<file path="src/rtl/muldiv_unit.sv">
// ---------------------------------------------------------------------------
// muldiv_unit
//   Iterative RV32M/RV64M multiply/divide unit. Computes one bit per cycle
//   (shift-add multiply, restoring divide) on operand magnitudes, then fixes
//   the sign in a single adjust cycle. Divide-by-zero and signed overflow
//   resolve straight from the accept cycle without iterating.
//
// Ports
//   clk      in   rising-edge clock
//   reset_n  in   asynchronous active-low reset
//   start    in   operation request, taken only in IDLE or DONE
//   flush    in   synchronous abort; wins over start
//   funct3   in   [2:0]  operation select (MUL..REMU)
//   srcA     in   [XLEN] rs1 (multiplicand / dividend)
//   srcB     in   [XLEN] rs2 (multiplier / divisor)
//   busy     out  high in RUN and ADJ
//   done     out  one-cycle result-valid pulse
//   result   out  [XLEN] result, held until the next operation writes it
// ---------------------------------------------------------------------------
module muldiv_unit #(
   parameter int XLEN  = 32,
   parameter int CNT_W = $clog2(XLEN) + 1
) (
   input  logic            clk,
   input  logic            reset_n,
   input  logic            start,
   input  logic            flush,
   input  logic [2:0]      funct3,
   input  logic [XLEN-1:0] srcA,
   input  logic [XLEN-1:0] srcB,
   output logic            busy,
   output logic            done,
   output logic [XLEN-1:0] result
);

   typedef enum logic [1:0] {
      S_IDLE,
      S_RUN,
      S_ADJ,
      S_DONE
   } state_t;

   state_t              r_state;
   state_t              w_next;

   logic [2:0]          r_f3;
   logic                r_neg;
   logic [CNT_W-1:0]    r_cnt;
   logic [XLEN-1:0]     r_op;      // multiplicand (mul) or divisor (div) magnitude
   logic [2*XLEN-1:0]   r_acc;     // mul: {partial, multiplier}; div: {remainder, quotient}
   logic [XLEN-1:0]     r_result;

   logic                w_accept;
   logic                w_a_signed;
   logic                w_b_signed;
   logic                w_sign_a;
   logic                w_sign_b;
   logic [XLEN-1:0]     w_mag_a;
   logic [XLEN-1:0]     w_mag_b;
   logic                w_neg;
   logic                w_b_zero;
   logic                w_ovf;
   logic                w_special;
   logic [XLEN-1:0]     w_special_res;

   logic [XLEN:0]       w_mul_sum;
   logic [2*XLEN-1:0]   w_mul_next;
   logic [XLEN:0]       w_rem_sh;
   logic [XLEN:0]       w_diff;
   logic [2*XLEN-1:0]   w_div_next;
   logic [2*XLEN-1:0]   w_acc_step;

   logic [2*XLEN-1:0]   w_prod;
   logic [XLEN-1:0]     w_mul_res;
   logic [XLEN-1:0]     w_div_sel;
   logic [XLEN-1:0]     w_div_res;
   logic [XLEN-1:0]     w_adj_res;

   // ---------------- accept-time decode ----------------
   always_comb begin
      w_accept   = start && !flush && ((r_state == S_IDLE) || (r_state == S_DONE));
      // MULH, MULHSU, DIV, REM treat rs1 as signed; MULH, DIV, REM treat rs2 as signed.
      // MUL is handled unsigned: the low product half does not depend on signedness.
      w_a_signed = (funct3 == 3'b001) || (funct3 == 3'b010) ||
                   (funct3 == 3'b100) || (funct3 == 3'b110);
      w_b_signed = (funct3 == 3'b001) || (funct3 == 3'b100) || (funct3 == 3'b110);
      w_sign_a   = w_a_signed && srcA[XLEN-1];
      w_sign_b   = w_b_signed && srcB[XLEN-1];
      w_mag_a    = w_sign_a ? -srcA : srcA;
      w_mag_b    = w_sign_b ? -srcB : srcB;
      // remainder takes the dividend's sign; product and quotient take the xor
      w_neg      = (funct3[2] && funct3[1]) ? w_sign_a : (w_sign_a ^ w_sign_b);

      w_b_zero   = (srcB == '0);
      w_ovf      = !funct3[0] && (srcA == {1'b1, {(XLEN-1){1'b0}}}) && (srcB == '1);
      w_special  = funct3[2] && (w_b_zero || w_ovf);
      if (w_b_zero)
         w_special_res = funct3[1] ? srcA : '1;
      else
         w_special_res = funct3[1] ? '0 : srcA;
   end

   // ---------------- one iteration ----------------
   always_comb begin
      // shift-add: add multiplicand into the upper half when multiplier LSB is set,
      // then shift the whole accumulator right (carry enters the MSB)
      w_mul_sum  = {1'b0, r_acc[2*XLEN-1:XLEN]} + (r_acc[0] ? {1'b0, r_op} : '0);
      w_mul_next = {w_mul_sum, r_acc[XLEN-1:1]};

      // restoring divide: shift next dividend bit into the remainder, trial subtract
      w_rem_sh   = {r_acc[2*XLEN-1:XLEN], r_acc[XLEN-1]};
      w_diff     = w_rem_sh - {1'b0, r_op};
      if (w_diff[XLEN])
         w_div_next = {w_rem_sh[XLEN-1:0], r_acc[XLEN-2:0], 1'b0};
      else
         w_div_next = {w_diff[XLEN-1:0], r_acc[XLEN-2:0], 1'b1};

      w_acc_step = r_f3[2] ? w_div_next : w_mul_next;
   end

   // ---------------- sign fix / select ----------------
   always_comb begin
      w_prod    = r_neg ? -r_acc : r_acc;
      w_mul_res = (r_f3[1:0] == 2'b00) ? w_prod[XLEN-1:0] : w_prod[2*XLEN-1:XLEN];
      w_div_sel = r_f3[1] ? r_acc[2*XLEN-1:XLEN] : r_acc[XLEN-1:0];
      w_div_res = r_neg ? -w_div_sel : w_div_sel;
      w_adj_res = r_f3[2] ? w_div_res : w_mul_res;
   end

   // ---------------- FSM ----------------
   always_ff @(posedge clk or negedge reset_n) begin
      if (!reset_n)
         r_state <= S_IDLE;
      else
         r_state <= w_next;
   end

   always_comb begin
      w_next = r_state;
      busy   = 1'b0;
      done   = 1'b0;
      case (r_state)
         S_IDLE: begin
            if (w_accept)
               w_next = w_special ? S_DONE : S_RUN;
         end
         S_RUN: begin
            busy = 1'b1;
            if (r_cnt == CNT_W'(XLEN - 1))
               w_next = S_ADJ;
         end
         S_ADJ: begin
            busy   = 1'b1;
            w_next = S_DONE;
         end
         S_DONE: begin
            done = 1'b1;
            if (w_accept)
               w_next = w_special ? S_DONE : S_RUN;
            else
               w_next = S_IDLE;
         end
         default: w_next = S_IDLE;
      endcase
      if (flush)
         w_next = S_IDLE;
   end

   // ---------------- datapath ----------------
   always_ff @(posedge clk or negedge reset_n) begin
      if (!reset_n) begin
         r_f3     <= '0;
         r_neg    <= 1'b0;
         r_cnt    <= '0;
         r_op     <= '0;
         r_acc    <= '0;
         r_result <= '0;
      end else if (w_accept) begin
         r_f3  <= funct3;
         r_neg <= w_neg;
         r_cnt <= '0;
         if (funct3[2]) begin
            r_op  <= w_mag_b;
            r_acc <= {{XLEN{1'b0}}, w_mag_a};
         end else begin
            r_op  <= w_mag_a;
            r_acc <= {{XLEN{1'b0}}, w_mag_b};
         end
         if (w_special)
            r_result <= w_special_res;
      end else if (!flush) begin
         if (r_state == S_RUN) begin
            r_acc <= w_acc_step;
            r_cnt <= r_cnt + CNT_W'(1);
         end else if (r_state == S_ADJ) begin
            r_result <= w_adj_res;
         end
      end
   end

   assign result = r_result;

endmodule

</file>
<file path="config.mk">
export PLATFORM = sky130hd
export DESIGN_NAME = muldiv_unit
export DESIGN_NICKNAME = d
export VERILOG_FILES = /design/src/rtl/muldiv_unit.sv
export SDC_FILE = /design/constraint.sdc
export NUM_CORES = 1
export LEC_CHECK = 0
export CAP_MARGIN = 20
export CORE_MARGIN = 10
export CORE_UTILIZATION = 55
export DETAILED_ROUTE_END_ITERATION = 7
export PLACE_DENSITY = 0.75
export SLEW_MARGIN = 20
export SYNTH_ARGS = -nofsm -noshare
export SYNTH_HDL_FRONTEND = slang
export SYNTH_SLANG_ARGS = --single-unit
</file>
<file path="constraint.sdc">
create_clock -name clk -period 5.6 [get_ports clk]
set_clock_uncertainty 0.05 [all_clocks]
set_input_delay 1.12 -clock clk [delete_from_list [all_inputs] [get_ports clk]]
set_output_delay 1.12 -clock clk [all_outputs]
set_load 0.01 [all_outputs]
</file>
==> metrics.csv <==
metric,value,unit
status,finished clean,
hold slack,434,ps
diodes inserted,0,
final setup violation count,0,
CTS buffer count,17,
clock power share,10.8,%
startpoint types,flip-flop,
fin cells,2550,
die height,191,um
FMAX,206,MHz
Synth Flop Type,dfrtp_1,
placed inst area,0.0172,mm^2
Slew HR,27.9,%
Starting Density,55.8,%
CP max FO,13,
most frequent CP cell,or3_1,
die span in x,191,um
drt wl/cell,24.3,um
GP Congestion,1.00,
final worst-path cycle share,86.6,%
post-synth net total,2318,
I/O pin count,105,
Pre-antenna DRT Iters,8,
Clock Tree Root,clkbuf_16,
vias in the first global route,15700,
Fin Setup TNS,0,ps
Least-Margin Pin Slew,1050,ps
largest net degree at the start of global routing,126,
global-route wire length before repair,93900,um
Final Core Density,62.0,%
Core Area,0.0287,mm^2
grt total ovfl,0,
Power Density,659,mW/mm^2
fin crit period,4850,ps
share of layout cells above drive strength 1,5.54,%
Routed WL,61900,um
#FFs+latches synth,140,
hold buffers post-CTS,0,
DRC errors left,0,
CTS max path bufs,2,
Cells after DPL,2519,
RSZ-0062 raised after global routing,no,
Post-synth EDFFs,0,
Yosys Warn Count,0,
GRT Util Overall,33.1,%
Cell Rows,62,
initial antenna violation count,2,
Peak VDD IR,0.333,mV
combinational power share,67.9,%
crit end category,flip-flop,
post-synth cell types,82,
Hold Crit Class,reg -> reg,
crit path cell chain,inv_1 -> ha_1 -> a21o_1 -> a2111oi_0 -> o21ai_0 -> or3_1 -> o2111ai_1 -> a21oi_1 -> or3_1 -> a222oi_1 -> o31ai_1,
Post-DP HPWL,46900,um
fill cell count,2657,
DIE AREA,0.0363,mm^2
Worst-path clk slew,70,ps
Slew Limit Fails,0,
total internal power,5.45,mW
Leak,7.10,nW
WP buf/inv,1,
clk_lat worst skew,440,ps
max_cap viols,0,
switching portion of total power,53.5,%
final hold vios,0,
part of the Yosys area used for sequential elements,21.9,%
setup bufs post-CTS,0,
# port buffers,104,
Worst path max stage delay,940,ps
Post-Synthesis Cell Area,0.0160,mm^2
CTS Sinks,140,
cell count after synthesis,2171,
WS Path Type,reg -> reg,
DRT antenna net count,0,
via count,17000,
Nets,2301,
Layout area overhead,11.1,%
PostCTS Resize Cnt,0,
sequential share of power,21.4,%
ys async rst share,100,%
CP max-delay cell,a2111oi_0,
H-tree Lvls,4,
Crit path required time,5840,ps
initial drt markers,1903,
DR vias/cell,6.67,
switching pwr,6.26,mW
TritonCTS clock tree,yes,
Finished Cell Area,0.0178,mm^2
syn avg cell area,7.37,um^2
Worst Path Arrival,5090,ps
CP top delay family,compound AO/OA/AOI/OAI gates,
## cell usage in the layout, fill, tap and decap left out, types with 16 or more instances in the layout
cell type / n
nor2_1: 216
nand2_1: 205
o21ai_0: 205
a21oi_1: 195
dfrtp_1: 137
xnor2_1: 106
clkdlybuf4s50_1: 102
mux2i_1: 98
xor2_1: 92
ha_1: 74
inv_1: 62
o211ai_1: 56
nor3_1: 55
buf_4: 35
o31ai_1: 34
nand3_1: 33
or3_1: 28
a21o_1: 27
nand4_1: 25
nor4_1: 22
a31oi_1: 22
a211oi_1: 18
nand2b_1: 17
clkbuf_16: 17
maj3_1: 16
o21a_1: 16
## synthesized netlist by cell type, drive strengths merged, types with 25 or more instances
library cell  number  area [um^2]
or3               29          186
dfrtp            140         3500
nor2             217          815
nor3              56          280
buf               35          158
a21o              27          203
mux2i             98          981
o211ai            56          420
nand2            206          773
o21ai            207         1040
xor2              92          806
ha                74          926
inv               62          233
o31ai             34          255
clkbuf           140          528
a21oi            195          976
nor4              26          196
nand3             33          165
nand4             25          156
xnor2            106          928
## path summary, 6_finish.rpt
| path | startpoint | endpoint | slack (ps) | depth (start not counted) |
|---|---|---|---|---|
| max | r_op[11] | r_acc[56] | 750 | 11 |
| max reg2reg | r_op[11] | r_acc[56] | 750 | 11 |
| min in group asynchronous | reset_n | r_cnt[2] | 540 | 1 |
| max in group asynchronous | reset_n | r_f3[2] | 3870 | 2 |
| min reg2reg | r_op[8] | r_op[8] | 430 | 2 |
| min | r_op[8] | r_op[8] | 430 | 2 |
## per-stage QoR
stage          setup WS, ps  power, mW
2_1_floorplan           925       7.76
3_3_place_gp            626       10.1
3_5_place_dp            518       10.2
4_1_cts                 955       11.5
5_1_grt                 594       12.4
6_report                748       11.7
## power groups by stage
stage          Combinational (mW)  Sequential (mW)  Clock [mW]
6_report                     7.95             2.50        1.26
5_1_grt                      8.59             2.54        1.31
4_1_cts                      7.77             2.44        1.26
3_5_place_dp                 7.72             2.45           0
3_3_place_gp                 7.62             2.45           0
2_1_floorplan                5.95             1.81           0
## flip-flops by register name (all words and copies together), names as in the netlist
register and flops:
r_f3 3, r_acc 64, r_neg 1, r_cnt 6, r_state 2, result 32, r_op 32
## final cells by class
cell class              count  area, um^2  share of cell area [%]
clock inverters            13         193                    1.08
repair buffers            139        1320                    7.40
flip-flops and latches    140        3510                    19.7
well taps                 384         480                    2.70
multi-input cells        1792       11600                    65.3
inverters                  64         240                    1.35
clock buffers              18         439                    2.47
## layer usage
metal	global-route usage [%]	share of wire [%]	wire (um)
met2	49.8	44	27000
met5	0	0.044	27
met3	6.46	10	6310
met4	16.9	5.2	3220
met1	44.3	41	25300
## logic make-up (layout without fill, tap and decap cells)
group	after synthesis	count (layout)	share of synthesized area (%)
buf+inv	239	234	5.78
compound gates	684	684	26.3
fa+ha+maj	92	92	7.04
mux	110	110	6.97
flops	140	140	21.9
simple gates	708	708	21.1
xor+xnor	198	198	10.8
## tightest hold or removal path, cell delays in order (launching register included)
cell and delay (ps):
dfrtp_1 340, nand2_1 40, o21ai_0 60
No activity file was read; power rests on OpenSTA's default activity.
